<file path="src/rtl/bit_serial_subtractor_if.sv">
// Handshake and operand/result bundle for the bit-serial subtractor.
// The master side issues operations; the slave side is the subtractor.
interface bit_serial_subtractor_if #(
  parameter int WIDTH = 4
);
  logic             start;
  logic [WIDTH-1:0] A;
  logic [WIDTH-1:0] B;
  logic             Bi;
  logic             busy;
  logic             done;
  logic [WIDTH-1:0] D;
  logic             Bout;

  modport master (
    output start, A, B, Bi,
    input  busy, done, D, Bout
  );

  modport slave (
    input  start, A, B, Bi,
    output busy, done, D, Bout
  );
endinterface

</file>
<file path="src/rtl/bit_serial_subtractor.sv">
// Bit-serial subtractor: D = A - B - Bi computed LSB first, one bit per clock,
// through a single full-subtractor cell with a registered borrow.
// D/Bout are only written on the edge that completes an operation, so they
// never show partial results and hold until the next operation finishes.
module bit_serial_subtractor #(
  parameter int WIDTH = 4
) (
  input  logic                  clk,
  input  logic                  rst_n,
  bit_serial_subtractor_if.slave bus
);

  localparam int CW = $clog2(WIDTH);
  localparam logic [CW-1:0] CNT_LAST = CW'(WIDTH - 1);

  typedef enum logic [1:0] {
    ST_IDLE = 2'd0,
    ST_RUN  = 2'd1,
    ST_DONE = 2'd2
  } state_e;

  // Full-subtractor cell: returns {borrow_out, difference}.
  function automatic logic [1:0] fs_cell(input logic a, input logic b, input logic br);
    logic diff;
    logic bor;
    diff = a ^ b ^ br;
    bor  = (~a & b) | (~(a ^ b) & br);
    return {bor, diff};
  endfunction

  state_e           state_q, state_d;
  logic [WIDTH-1:0] a_sr_q, a_sr_d;
  logic [WIDTH-1:0] b_sr_q, b_sr_d;
  // Upper WIDTH-1 bits of the result shift register; the bit that would fall
  // out of the bottom is never needed, so it is not stored.
  logic [WIDTH-2:0] res_q, res_d;
  logic             br_q, br_d;
  logic [CW-1:0]    cnt_q, cnt_d;
  logic [WIDTH-1:0] d_q, d_d;
  logic             bout_q, bout_d;

  logic [1:0]       cell_s;
  logic [WIDTH-1:0] shifted_s;
  logic             last_s;
  logic             busy_s;
  logic             done_s;

  assign cell_s    = fs_cell(a_sr_q[0], b_sr_q[0], br_q);
  assign shifted_s = {cell_s[0], res_q};
  assign last_s    = (cnt_q == CNT_LAST);

  // State register plus all datapath registers, cleared asynchronously.
  always_ff @(posedge clk or negedge rst_n) begin
    if (!rst_n) begin
      state_q <= ST_IDLE;
      a_sr_q  <= '0;
      b_sr_q  <= '0;
      res_q   <= '0;
      br_q    <= 1'b0;
      cnt_q   <= '0;
      d_q     <= '0;
      bout_q  <= 1'b0;
    end else begin
      state_q <= state_d;
      a_sr_q  <= a_sr_d;
      b_sr_q  <= b_sr_d;
      res_q   <= res_d;
      br_q    <= br_d;
      cnt_q   <= cnt_d;
      d_q     <= d_d;
      bout_q  <= bout_d;
    end
  end

  // Next-state logic: accept in IDLE, run WIDTH bits, one DONE cycle.
  always_comb begin
    state_d = state_q;
    case (state_q)
      ST_IDLE: begin
        if (bus.start) begin
          state_d = ST_RUN;
        end else begin
          state_d = ST_IDLE;
        end
      end
      ST_RUN: begin
        if (last_s) begin
          state_d = ST_DONE;
        end else begin
          state_d = ST_RUN;
        end
      end
      ST_DONE: state_d = ST_IDLE;
      default: state_d = ST_IDLE;
    endcase
  end

  // Handshake outputs decoded from the state register.
  always_comb begin
    busy_s = 1'b0;
    done_s = 1'b0;
    case (state_q)
      ST_IDLE: begin
        busy_s = 1'b0;
        done_s = 1'b0;
      end
      ST_RUN: begin
        busy_s = 1'b1;
        done_s = 1'b0;
      end
      ST_DONE: begin
        busy_s = 1'b1;
        done_s = 1'b1;
      end
      default: begin
        busy_s = 1'b0;
        done_s = 1'b0;
      end
    endcase
  end

  // Datapath: operand load on accept, one serial bit per RUN cycle, result
  // committed only on the final bit.
  always_comb begin
    a_sr_d = a_sr_q;
    b_sr_d = b_sr_q;
    res_d  = res_q;
    br_d   = br_q;
    cnt_d  = cnt_q;
    d_d    = d_q;
    bout_d = bout_q;
    case (state_q)
      ST_IDLE: begin
        if (bus.start) begin
          a_sr_d = bus.A;
          b_sr_d = bus.B;
          br_d   = bus.Bi;
          cnt_d  = '0;
        end else begin
          a_sr_d = a_sr_q;
          b_sr_d = b_sr_q;
        end
      end
      ST_RUN: begin
        a_sr_d = {1'b0, a_sr_q[WIDTH-1:1]};
        b_sr_d = {1'b0, b_sr_q[WIDTH-1:1]};
        res_d  = shifted_s[WIDTH-1:1];
        br_d   = cell_s[1];
        cnt_d  = cnt_q + CW'(1);
        if (last_s) begin
          d_d    = shifted_s;
          bout_d = cell_s[1];
        end else begin
          d_d    = d_q;
          bout_d = bout_q;
        end
      end
      ST_DONE: begin
        cnt_d = cnt_q;
      end
      default: begin
        cnt_d = cnt_q;
      end
    endcase
  end

  assign bus.busy = busy_s;
  assign bus.done = done_s;
  assign bus.D    = d_q;
  assign bus.Bout = bout_q;

endmodule

</file>
<file path="src/flat_wrapper.sv">
// flat-port wrapper written by rule: the top's interface ports become plain ports
module bit_serial_subtractor_flat 
#(
  parameter int WIDTH = 4
)
  (clk, rst_n, bus_start, bus_A, bus_B, bus_Bi, bus_busy, bus_done, bus_D, bus_Bout);
  bit_serial_subtractor_if #(.WIDTH(WIDTH)) bus_i ();
  input  logic clk;
  input  logic rst_n;
  input wire logic [$bits(bus_i.start)-1:0] bus_start;
  input wire logic [$bits(bus_i.A)-1:0] bus_A;
  input wire logic [$bits(bus_i.B)-1:0] bus_B;
  input wire logic [$bits(bus_i.Bi)-1:0] bus_Bi;
  output wire logic [$bits(bus_i.busy)-1:0] bus_busy;
  output wire logic [$bits(bus_i.done)-1:0] bus_done;
  output wire logic [$bits(bus_i.D)-1:0] bus_D;
  output wire logic [$bits(bus_i.Bout)-1:0] bus_Bout;
  assign bus_i.start = bus_start;
  assign bus_i.A = bus_A;
  assign bus_i.B = bus_B;
  assign bus_i.Bi = bus_Bi;
  assign bus_busy = bus_i.busy;
  assign bus_done = bus_i.done;
  assign bus_D = bus_i.D;
  assign bus_Bout = bus_i.Bout;
  bit_serial_subtractor #(.WIDTH(WIDTH)) u_core (.clk(clk), .rst_n(rst_n), .bus(bus_i));
endmodule
</file>
<file path="config.mk">
export PLATFORM = sky130hd
export DESIGN_NAME = bit_serial_subtractor_flat
export DESIGN_NICKNAME = d
export VERILOG_FILES = /design/src/rtl/bit_serial_subtractor_if.sv /design/src/rtl/bit_serial_subtractor.sv /design/src/flat_wrapper.sv
export SDC_FILE = /design/constraint.sdc
export NUM_CORES = 1
export LEC_CHECK = 0
export ABC_AREA = 1
export CAP_MARGIN = 20
export CELL_PAD_IN_SITES_DETAIL_PLACEMENT = 0
export CELL_PAD_IN_SITES_GLOBAL_PLACEMENT = 2
export CORE_MARGIN = 2
export CORE_UTILIZATION = 28
export CTS_BUF_LIST = sky130_fd_sc_hd__clkbuf_4 sky130_fd_sc_hd__clkbuf_8
export DETAILED_ROUTE_END_ITERATION = 6
export PLACE_DENSITY_LB_ADDON = 0.1
export SYNTH_ARGS = -nofsm -noshare
export SYNTH_HDL_FRONTEND = slang
export SYNTH_SLANG_ARGS = --single-unit
</file>
<file path="constraint.sdc">
create_clock -name clk -period 1.1 [get_ports clk]
set_input_delay 0.33 -clock clk [delete_from_list [all_inputs] [get_ports clk]]
set_output_delay 0.33 -clock clk [all_outputs]
set_load 0.02 [all_outputs]
</file>
==> impl_metrics.toml <==
[run_status]
outcome = "finished, violations left"
violations = "negative setup slack"

[logic_synthesis]
synth_most_common_cell = "nand2_1"
ys_warn_count = 0
async_reset_ff_share_pct = 100
synth_area_per_cell_um2 = 8.34
synth_edf_count = 0
yosysTopAreaCell = "dfrtp_1"
synth_flop_cell = "dfrtp_1"
synth_nets = 139
synthTopCellsByCount = "nand2_1 (53), dfrtp_1 (21), nand3_1 (13)"
yosysSeqAreaShare_pct = 51.7
netlist_instances = 122
yosysUniqueCellTypes = 13
synth.top_cells.by_area = "dfrtp_1 (52%), nand2_1 (20%), nand3_1 (6.4%), ha_1 (4.9%), inv_1 (4.4%)"
syn_area_um2 = 1020
ys_ff_latch = 21
yosys.area.top_type_share_pct = 51.7

[worst_setup_path]
cp_slowest_cell = "dfrtp_1"
start_kind = "flop"
crit_arrival_ps = 1120
cp.required_ps = 770
r2r_slack_ps = -280
crit_chain = "inv_2, ha_4, buf_6"
critPathKind = "flop to output pin"
slowest_delay_ps = 410
critPathMaxFanout = 2
r2r_start = "u_core.state_q[1]"
cp-end-kind = "output pin"
crit_start = "u_core.state_q[1]"

[sta]
worst_pin_slew_ps = 353
hold_violations = 0
fin_skew_ps = 1.37
setup_violations = 28
fin_ws_ps = -349
fin_crit_ps = 1450
slew_headroom_pct = 76.5
fmaxAchievable_ghz = 0.690
hold_slack_ps = 362
period_share_pct = 132
slew_viol_final = 0
rsz0062_at_grt = "true"

[pwr]
pwr-share-clk_pct = 9.0
peakVddDrop_v = 0.000931
p_leak_nw = 0.795
p_comb_share_pct = 60.9
total_power_w = 0.00438
powerDensity_nw_per_um2 = 2850
switching_share_pct = 42.9
p_int_w = 0.00250
pwr-share-seq_pct = 30.1
p_switching_w = 0.00188

[final_layout]
drive_gt1_share_pct = 34.6
antenna_cells = 0
n_fill_cell = 360
syn2layout_area_growth_pct = 51.2
layout.nets = 174

[floorplan]
start_util_pct = 29.8
die_h_um = 64.3
die_w_um = 64.3
rows = 21
core_region_area_um2 = 3420
io_pins = 19
die-area_um2 = 4130

[cts]
htree_num_levels = 1
insertion_delay_ps = 300
clock_sinks = 21
clk_path_buf_depth = 2
cts_tree = "built"
cts_buffers = 3
path_clk_slew_ps = 110
cts-root-buf = "clkbuf_4"

[global_route]
grt.total_usage_pct = 12.1
grt_max_degree = 22
grt_antenna_before_repair = 0
globalRoute.totalOverflow = 0
grt_pass1_vias = 853
grt_pass1_wl_um = 3840

[detailed_routing]
finalWirelength_um = 2320
drtAntennaViolNets = 0
via_per_inst = 4.29
wl_per_cell_um = 11.5
vias = 867
drt_iter0_drc = 34
drc = 0
firstDrtPassIters = 3

[place]
gp_congestion = 0.711
dp_hpwl_um = 1530
port-buffer-count = 18

[job]
maxCapViolCount = 0

[min_path]
hold_class = "primary input to asynchronous set/reset pin"
## cell usage in the layout (no fill, tap or decap), types with 2 or more instances in the layout
| cell | n |
|---|---|
| dfrtp_1 | 21 |
| nand3_2 | 8 |
| ha_4 | 2 |
| inv_1 | 9 |
| nand3_1 | 5 |
| inv_2 | 3 |
| ha_1 | 2 |
| buf_6 | 13 |
| o21ai_1 | 4 |
| buf_4 | 9 |
| clkdlybuf4s50_1 | 11 |
| nand2_2 | 5 |
| o21ai_2 | 4 |
| nand2_4 | 3 |
| nand2_1 | 48 |
| clkbuf_4 | 4 |
## what timing repair did
action                                  4_1_cts  5_1_grt
endpoints found under the hold margin         0        0
cloned                                        1        0
hold buffers                                  0        0
buffers inserted                              3        4
pin swaps                                     4        6
endpoints found under the setup margin       28       28
gates resized for setup                      69       18
## per-layer routing
metal,track usage [%],up-vias,part of all wire (%)
met2,18.4,7,50
met4,5.59,0,0.82
met5,0,-,0
li1,-,443,-
met3,1.58,2,2.1
met1,17.0,415,48
## critical path: cells and delay by family, from the launching register on
family / cells / cell delay, ps
DFF: 1 / 410
buffers and inverters: 2 / 210
adders and majority gates: 1 / 200
## metrics by stage
stage / instance area (um2) / std cells / TNS [ps] / utilization, % / setup WS (ps)
5_1_grt: 1540 / 202 / -7180 / 45.0 / -394
4_1_cts: 1430 / 198 / -4260 / 42.0 / -366
3_5_place_dp: 1300 / 191 / -5810 / 37.9 / -505
2_1_floorplan: 1020 / 122 / -287 / - / -38.4
3_3_place_gp: 1300 / 191 / -5850 / 37.9 / -465
6_report: 1540 / 202 / -5610 / 45.0 / -349
## layout make-up
class                   instances  area [um2]  area share (%)
flip-flops and latches         21         526            34.2
clock buffers                   4        30.0            1.95
multi-input cells              84         524            34.1
repair buffers                 34         344            22.4
inverters                      13        56.3            3.66
well taps                      46        57.6            3.74
## worst paths after layout
kind | end | depth (start not counted)
max in group asynchronous | u_core.bus.Bout | 2
setup reg to reg | u_core.cnt_q[0] | 8
hold / removal | u_core.b_sr_q[2] | 2
min in group clk | u_core.res_q[0] | 2
hold reg to reg | u_core.res_q[0] | 2
setup / recovery | bus_busy | 3
## sequential cells by signal, indices dropped and copies added, names as in the netlist
register	cells
u_core.a_sr_q	4
u_core.b_sr_q	4
u_core.bus.D	4
u_core.res_q	3
u_core.cnt_q	2
u_core.state_q	2
u_core.br_q	1
u_core.bus.Bout	1
## cell families after synthesis
group | after synthesis | share of synthesized area, %
AND/OR/NAND/NOR | 70 | 28.2
buffers and inverters | 18 | 9.35
adder cells (fa/ha/maj) | 5 | 6.89
flip-flops | 21 | 51.7
AO/OA/AOI/OAI | 8 | 3.94
## power by group through the flow
stage,sequential [W],combinational (W),clock (W)
after detailed placement,0.00128,0.00200,0
after CTS,0.00129,0.00246,0.000418
final,0.00132,0.00266,0.000396
after global placement,0.00128,0.00200,0
after floorplan,0.00137,0.00124,0
after global routing,0.00135,0.00299,0.000441
Note: power is estimated with default switching activity, not from simulation.
